## config.mk

```make
export PLATFORM = sky130hd
export DESIGN_NAME = uivtc_line_rd_sched
export DESIGN_NICKNAME = d
export VERILOG_FILES = /design/src/rtl/uivtc_line_rd_sched.sv
export SDC_FILE = /design/constraint.sdc
export NUM_CORES = 1
export LEC_CHECK = 0
export CORE_UTILIZATION = 45
export CTS_CLUSTER_SIZE = 20
export DETAILED_ROUTE_END_ITERATION = 12
export DONT_BUFFER_PORTS = 1
export PLACE_DENSITY = 0.57
export SYNTH_ARGS = -nofsm -noshare
export SYNTH_HDL_FRONTEND = slang
export SYNTH_SLANG_ARGS = --single-unit
export TNS_END_PERCENT = 1
```

## constraint.sdc

```tcl
create_clock -name I_vtc_clk -period 3.5 [get_ports I_vtc_clk]
set_input_delay 0.7 -clock I_vtc_clk [delete_from_list [all_inputs] [get_ports I_vtc_clk]]
set_output_delay 0.7 -clock I_vtc_clk [all_outputs]
set_load 0.02 [all_outputs]
```

## src/rtl/uivtc_line_rd_sched.sv

```systemverilog
// uivtc_line_rd_sched: per-line DDR read scheduler for the two-window display
// path (window 0 = original video, window 1 = 180-degree rotated video).
// One line ahead of display, each visible line requests one burst per window.
// Both windows share one read-command port under round-robin arbitration.
// Optional statistics outputs are enabled by defining UIVTC_LINE_SCHED_STAT_EN.
module uivtc_line_rd_sched #(
    parameter int unsigned        ADDR_W        = 32,
    parameter int unsigned        H2_ActiveSize = 640,
    parameter int unsigned        V2_ActiveSize = 360,
    parameter int unsigned        VTC_Y         = 180,
    parameter int unsigned        BYTES_PER_PIX = 4,
    parameter logic [ADDR_W-1:0]  BASE0         = 32'h0000_0000,
    parameter logic [ADDR_W-1:0]  BASE1         = 32'h0100_0000
) (
    input  logic              I_vtc_clk,
    input  logic              I_vtc_rst,
    input  logic              I_frame_start,
    input  logic              I_line_start,
    output logic              O_rd_req,
    output logic [ADDR_W-1:0] O_rd_addr,
    output logic [15:0]       O_rd_len,
    output logic              O_rd_win,
    output logic              O_rd_reverse,
    input  logic              I_rd_ack,
    input  logic              I_rd_done,
    output logic              O_busy,
`ifdef UIVTC_LINE_SCHED_STAT_EN
    output logic [7:0]        O_overrun_cnt,
    output logic [11:0]       O_line_cnt,
`endif
    output logic              O_overrun
);

    localparam int unsigned       STRIDE   = H2_ActiveSize * BYTES_PER_PIX;
    localparam logic [15:0]       LEN      = 16'(STRIDE);
    localparam logic [ADDR_W-1:0] STRIDE_A = ADDR_W'(STRIDE);
    localparam logic [12:0]       Y_LO     = 13'(VTC_Y);
    localparam logic [12:0]       Y_HI     = 13'(VTC_Y + V2_ActiveSize);
    localparam logic [11:0]       LAST_ROW = 12'(V2_ActiveSize - 1);

    typedef enum logic [1:0] {
        IDLE = 2'd0,
        REQ  = 2'd1,
        WAIT = 2'd2
    } state_t;

    state_t            state;
    logic [11:0]       nxt_line;
    logic [11:0]       line_upd;
    logic [11:0]       li;
    logic [11:0]       li_new;
    logic [11:0]       row;
    logic [1:0]        pending;
    logic [1:0]        pend_nxt;
    logic [1:0]        clr;
    logic              trig;
    logic              in_win;
    logic              ovr_now;
    logic              last_grant;
    logic              gnt_win;
    logic [ADDR_W-1:0] gnt_addr;

    // Line tracking, trigger decode and pending-bit next state
    always_comb begin
        line_upd = nxt_line;
        if (I_frame_start)
            line_upd = '0;
        else if (I_line_start && nxt_line != 12'hFFF)
            line_upd = nxt_line + 12'd1;
        trig   = I_frame_start | I_line_start;
        in_win = trig && ({1'b0, line_upd} >= Y_LO) && ({1'b0, line_upd} < Y_HI);
        li_new = 12'({1'b0, line_upd} - Y_LO);
        clr = '0;
        if (state == REQ && I_rd_ack)
            clr[O_rd_win] = 1'b1;
        // A frame start clears pending first, so it can never report an overrun;
        // a bit being acked this cycle is not counted as still pending.
        ovr_now  = in_win && !I_frame_start && |(pending & ~clr);
        pend_nxt = pending & ~clr;
        if (I_frame_start)
            pend_nxt = '0;
        if (in_win)
            pend_nxt = 2'b11;
    end

    // Round-robin grant and line address for the window that would be granted
    always_comb begin
        gnt_win  = (pending == 2'b11) ? ~last_grant : ~pending[0];
        row      = gnt_win ? (LAST_ROW - li) : li;
        gnt_addr = (gnt_win ? BASE1 : BASE0) + ADDR_W'(row) * STRIDE_A;
    end

    // Line counter, pending bits, latched line index and sticky overrun flag
    always_ff @(posedge I_vtc_clk) begin
        if (I_vtc_rst) begin
            nxt_line  <= '0;
            pending   <= '0;
            li        <= '0;
            O_overrun <= 1'b0;
        end else begin
            if (trig)
                nxt_line <= line_upd;
            pending <= pend_nxt;
            if (in_win)
                li <= li_new;
            if (ovr_now)
                O_overrun <= 1'b1;
        end
    end

    // Request FSM: grant, hold command until ack, then wait for burst completion
    always_ff @(posedge I_vtc_clk) begin
        if (I_vtc_rst) begin
            state        <= IDLE;
            O_rd_req     <= 1'b0;
            O_rd_addr    <= '0;
            O_rd_len     <= '0;
            O_rd_win     <= 1'b0;
            O_rd_reverse <= 1'b0;
            last_grant   <= 1'b1;
        end else begin
            case (state)
                IDLE: begin
                    if (|pending) begin
                        O_rd_req     <= 1'b1;
                        O_rd_addr    <= gnt_addr;
                        O_rd_len     <= LEN;
                        O_rd_win     <= gnt_win;
                        O_rd_reverse <= gnt_win;
                        state        <= REQ;
                    end
                end
                REQ: begin
                    if (I_rd_ack) begin
                        O_rd_req   <= 1'b0;
                        last_grant <= O_rd_win;
                        state      <= I_rd_done ? IDLE : WAIT;
                    end
                end
                WAIT: begin
                    if (I_rd_done)
                        state <= IDLE;
                end
                default: state <= IDLE;
            endcase
        end
    end

    assign O_busy = (state != IDLE);

`ifdef UIVTC_LINE_SCHED_STAT_EN
    // Per-frame statistics: overrun events and accepted line requests
    always_ff @(posedge I_vtc_clk) begin
        if (I_vtc_rst) begin
            O_overrun_cnt <= '0;
            O_line_cnt    <= '0;
        end else if (I_frame_start) begin
            O_overrun_cnt <= '0;
            O_line_cnt    <= '0;
        end else begin
            if (ovr_now && O_overrun_cnt != 8'hFF)
                O_overrun_cnt <= O_overrun_cnt + 8'd1;
            if (|clr && O_line_cnt != 12'hFFF)
                O_line_cnt <= O_line_cnt + 12'd1;
        end
    end
`endif

endmodule

```

After elaboration in Yosys (flattened, before gate mapping)
Index checks and enable logic that the tools add are counted.

Memories kept: 0. Memory bits (writable): 0. Word-level logic and storage cells: 66. Bits in read-only memories: 0. Input bits: 6. Flip-flop bits (word level): 65. Bits in latches: 0. Output and inout bits: 53.

Multiply operators: 1. Equality and inequality tests: 7. Divide/modulo/power cells: 0. Shifts and indexed selects: 0. $lt $le $gt $ge: 4. Reduce and logical (&&, ||, !) cells: 17. Bitwise gates (word level): 5. Muxes and demuxes: 18. Add/sub/neg operators: 4.

Operators with widths (number): 12-bit two-way mux (3); 25-bit by 24-bit adder with 26-bit output (1); 25-bit two-way mux (1); 12-bit by 3-bit multiplier with 15-bit output (second input constant) (1); 2-bit two-way mux (7); 12-bit by 1-bit adder with 12-bit output (second input constant) (1); 12-bit by 8-bit greater-or-equal comparator with 1-bit output (second input constant) (1); 12-bit by 10-bit less-than comparator with 1-bit output (second input constant) (1); 12-bit inequality test (second input constant) (1); 12-bit by 8-bit subtractor with 12-bit output (second input constant) (1); 9-bit by 12-bit subtractor with 12-bit output (first input constant) (1); 1-bit logical AND (7); 2-bit inequality test (second input constant) (3); 2-bit case mux with 3 select lines (1); 3-bit AND reduction (2); 2-bit equality test (second input constant) (2); 1-bit two-way mux (4); 2-bit AND reduction (2); 2-bit nonzero test (2); 2-bit OR reduction (2); 2-bit bitwise AND (1); 2-bit by 1-bit equality test with 1-bit output (second input constant) (1); 2-bit zero test (1); 1-bit by 2-bit less-than comparator with 1-bit output (second input constant) (1); 7 further kinds (8).

Longest topological paths before layout
Depth after elaboration: 9. Gate-level depth with buffers: 16. Gate-level depth less buffers: 15.

Worst setup path after synthesis
OpenSTA, ideal clock, no wires.

Path kind: reg2reg. From: register pending[0]. To: register O_rd_addr[21]. Slack: 0.423 ns. Cell stages (with the launch flop): 13. Clock period less this slack: 3.077 ns. Library setup time: 0.101 ns. Data required time: 3.399 ns. Buffers on the path: 1. Arrival: 2.976 ns. Path through: dfxtp_1 -> o21a_1 -> clkbuf_1 -> xnor2_1 -> ha_1 -> ha_1 -> a21o_1 -> a21oi_1 -> nand2b_1 -> a21oi_1 -> o41ai_1 -> o21ai_0 -> o41ai_1.

Word-level cells in the longest chain between the ends: 5. Elaborated cells between the ends (all ways): 8. Those cells by class: add/sub: 1; mul: 1; eq/ne: 1; mux: 2; bitwise: 1; reduce/logical: 2.

RTL lines: start, declared (line 53) `logic [1:0] pending;`; start signal, assigned (line 103) `pending <= pend_nxt;`; 2-bit equality test or 1-bit NOT (tied branches) (line 88) `gnt_win = (pending == 2'b11) ? ~last_grant : ~pending[0];`; 1-bit two-way mux (line 88); 12-bit two-way mux (line 89) `row = gnt_win ? (LAST_ROW - li) : li;`; 12-bit by 3-bit multiplier with 15-bit output (line 90) `gnt_addr = (gnt_win ? BASE1 : BASE0) + ADDR_W'(row) * STRIDE_A;`; 25-bit by 24-bit adder with 26-bit output (line 90); end signal, assigned (line 126) `O_rd_addr <= gnt_addr;`; end, declared (line 20) `output logic [ADDR_W-1:0] O_rd_addr,`.

Several ways; a longest one is shown, not always the timed one. A chain may end at the register's enable or synchronous reset.

Worst setup path in the final report
From: register li[3]. To: register O_rd_addr[21].

Word-level cells in the longest chain between the ends: 4.

RTL lines: start, declared (line 50) `logic [11:0] li;`; start signal, assigned (line 105) `li <= li_new;`; 9-bit by 12-bit subtractor with 12-bit output (line 89); 12-bit two-way mux (*) (line 89); 12-bit by 3-bit multiplier with 15-bit output (*) (line 90); 25-bit by 24-bit adder with 26-bit output (*) (line 90).

Every way passes the cells marked *; elsewhere a longest branch is shown, timed or not.

==> reports/qor.yml <==
use_met3_pct: 2.29
cts-buffers-inserted: 5
synth_cell_types: 56
slew_violations: 0
fill_cells: 716
setup_tns_ns: 0
leakage_nw: 1.35
hold_end: "O_rd_addr[10]$_SDFFE_PP0P_"
die_w_um: 86.6
hold_path_depth: 1
grt_remaining_overflow: 0
multi_input_area_mm2: 0.00201
rr_worst_depth: 15
startpoint_type: "flop"
post-dp-hpwl_mm: 4.74
area_growth_pct: 2.06
place_congestion: 0.810
via_per_inst: 5.16
worst_slew_margin_rel_pct: 30.2
synth_edf_count: 0
placed_area_mm2: 0.00316
post-cts-setup-buffers: 0
boundaryPins: 59
synth_top_area_share_pct: 29.8
synth_top_cell_by_area: "dfxtp_1"
syn-instance-count: 393
cp_max_fo: 6
drcViolationCount: 0
cts_tree: "yes"
setup_ws_ns: 0.321
r2r_slack_ns: 0.32
drtIter0Drc: 83
criticalPathCategory: "flop to flop"
rsz0062_at_grt: "false"
finalNetCount: 413
ir_drop_v: 0.000180
root_buffer: "clkbuf_8"
crit_arrival_ns: 3.34
clock-sinks: 48
grt_pass1_wl_mm: 10.2
cp.required_ns: 3.66
yosys_warnings: 0
grt_max_degree: 54
r2r_start: "li[3]$_SDFFE_PP0P_"
synth_ff_type: "dfxtp_1"
fin_crit_sh_pct: 90.8
routed_wl_mm: 6.19
setup_viol: 0
antenna_found_initial: 0
skew_ns: 0.0113
final.min_clock_period_ns: 3.18
status: "finished, final reports clean"
synth-seq-cells: 48
first_pass_iters: 4
routedWlPerCell_um: 12.9
grt_use_met1_pct: 20.8
busiest_layer: "met2"
min_path_type: "primary input to flop"
holdCritStartpoint: "I_vtc_rst"
row_count: 30
r2r_end: "O_rd_addr[21]$_SDFFE_PP0P_"
use_met2_pct: 31.3
core_area_mm2: 0.00687
clkLatencyLatePin_ns: 0.30
async_reset_ff_share_pct: 0
dp.cells: 472
clock_path_buffers: 2
die_area_mm2: 0.00750
io_buffers: 0
worst_slew_pin_slew_ns: 1.04
cp-end-kind: "flop"
ys_seq_area_share_pct: 29.8
p_per_area_mw_per_mm2: 304
cts_resized: 0
cts_max_level: 2
syn_area_mm2: 0.00322
grtUsageTotal_pct: 17.1
final_common_cell: "dfxtp_1"
final-seq-area_um2: 962
first_global_vias: 2230
yosys-top-cells-area: "dfxtp_1 30%, ha_1 8.9%, buf_4 7.7%"
layout_common_cells: "47 x dfxtp_1, 40 x nand2_1, 35 x nor2_1"
max_cap_violations: 0
die_h_um: 86.6
drive_above_1_share_pct: 6.51
timing.hold.ws_ns: 0.452
start_util_pct: 46.9
finalHoldViolCount: 0
stdcell_count: 480
diodes: 0
antenna_left: 0
holdBufCountCts: 0
num_vias: 2476
clk_pin_slew_ns: 0.10
syn_avg_cell_area_um2: 8.19
fmax_ghz: 0.315
final_area_mm2: 0.00329
post-place-ws_ns: 0.144
-- Yosys cell counts (all sizes together), types with 4 or more instances --
library cell   n
or2            4
dfxtp         48
clkbuf        12
nor3          11
xor2           8
o41ai          5
nor2b          6
xnor2         18
a31oi          5
a21oi         28
nor2          35
nand3         11
nand2         40
nand2b         4
o21ai         13
buf           37
mux2i         10
a211oi         6
inv           15
ha            23
nand3b         6
-- per-layer routing --
metal	routed length [µm]	share of wire, %
met5	0	0
met4	27	0.44
met3	184	3.0
met2	3020	49
met1	2960	48
-- worst max-delay path by stage --
stage | from | to | cells after the start
finish | li[3]$_SDFFE_PP0P_ | O_rd_addr[21]$_SDFFE_PP0P_ | 15
global route | pending[1]$_SDFF_PP0_ | O_rd_addr[21]$_SDFFE_PP0P_ | 14
CTS | pending[1]$_SDFF_PP0_ | O_rd_addr[21]$_SDFFE_PP0P_ | 14
detailed placement | pending[1]$_SDFF_PP0_ | O_rd_addr[21]$_SDFFE_PP0P_ | 14
global placement | pending[1]$_SDFF_PP0_ | O_rd_addr[21]$_SDFFE_PP0P_ | 14
floorplan | pending[0]$_SDFF_PP0_ | O_rd_addr[21]$_SDFFE_PP0P_ | 12
-- area by class of cell --
class,count,share of cell area (%)
repair buffers,3,0.685
clock buffers,5,2.09
inverters,15,1.71
well taps,96,3.66
multi-input cells,310,61.1
clock inverters,3,1.45
flip-flops and latches,48,29.3
-- registers in the layout, indices dropped and copies added (netlist names) --
name and count:
O_rd_req 1, last_grant 1, nxt_line 12, O_overrun 1, pending 2, O_rd_addr 16, O_rd_len 1, li 12
state 2
-- critical path, cell delays in order, from the launching register on --
cell and delay, ns:
dfxtp_2 0.39, inv_1 0.08, ha_1 0.29, nand2_1 0.05, o21ai_0 0.12, ha_1 0.35, ha_1 0.30, a21o_1 0.18
a21oi_1 0.20, nand2b_1 0.13, a21oi_1 0.08, o41ai_1 0.27, buf_4 0.18, nor2_1 0.04, a2111oi_1 0.28, o41ai_1 0.10
-- through the flow --
step	utilization [%]	total power [mW]
after floorplan	-	0.631
final	47.8	0.999
after global placement	46.0	0.597
after detailed placement	46.0	0.597
after CTS	47.7	1.01
after global routing	47.8	1.04
-- power by group --
| part | switching, mW | total (mW) | internal (mW) |
|---|---|---|---|
| combinational | 0.0330 | 0.0374 | 0.00443 |
| clock | 0.199 | 0.414 | 0.215 |
| sequential | 0.00109 | 0.548 | 0.546 |
| total | 0.233 | 0.999 | 0.766 |
-- cell families after synthesis --
group                    count (synthesis)  synth area share [%]
AO/OA/AOI/OAI                           78                  15.9
XOR/XNOR                                26                  7.07
adder cells (fa/ha/maj)                 24                  9.56
buffers and inverters                   64                  11.5
flip-flops                              48                  29.8
multiplexers                            11                  3.46
other                                    1                 0.116
AND/OR/NAND/NOR                        141                  22.5
No activity file was read; power rests on OpenSTA's default activity.
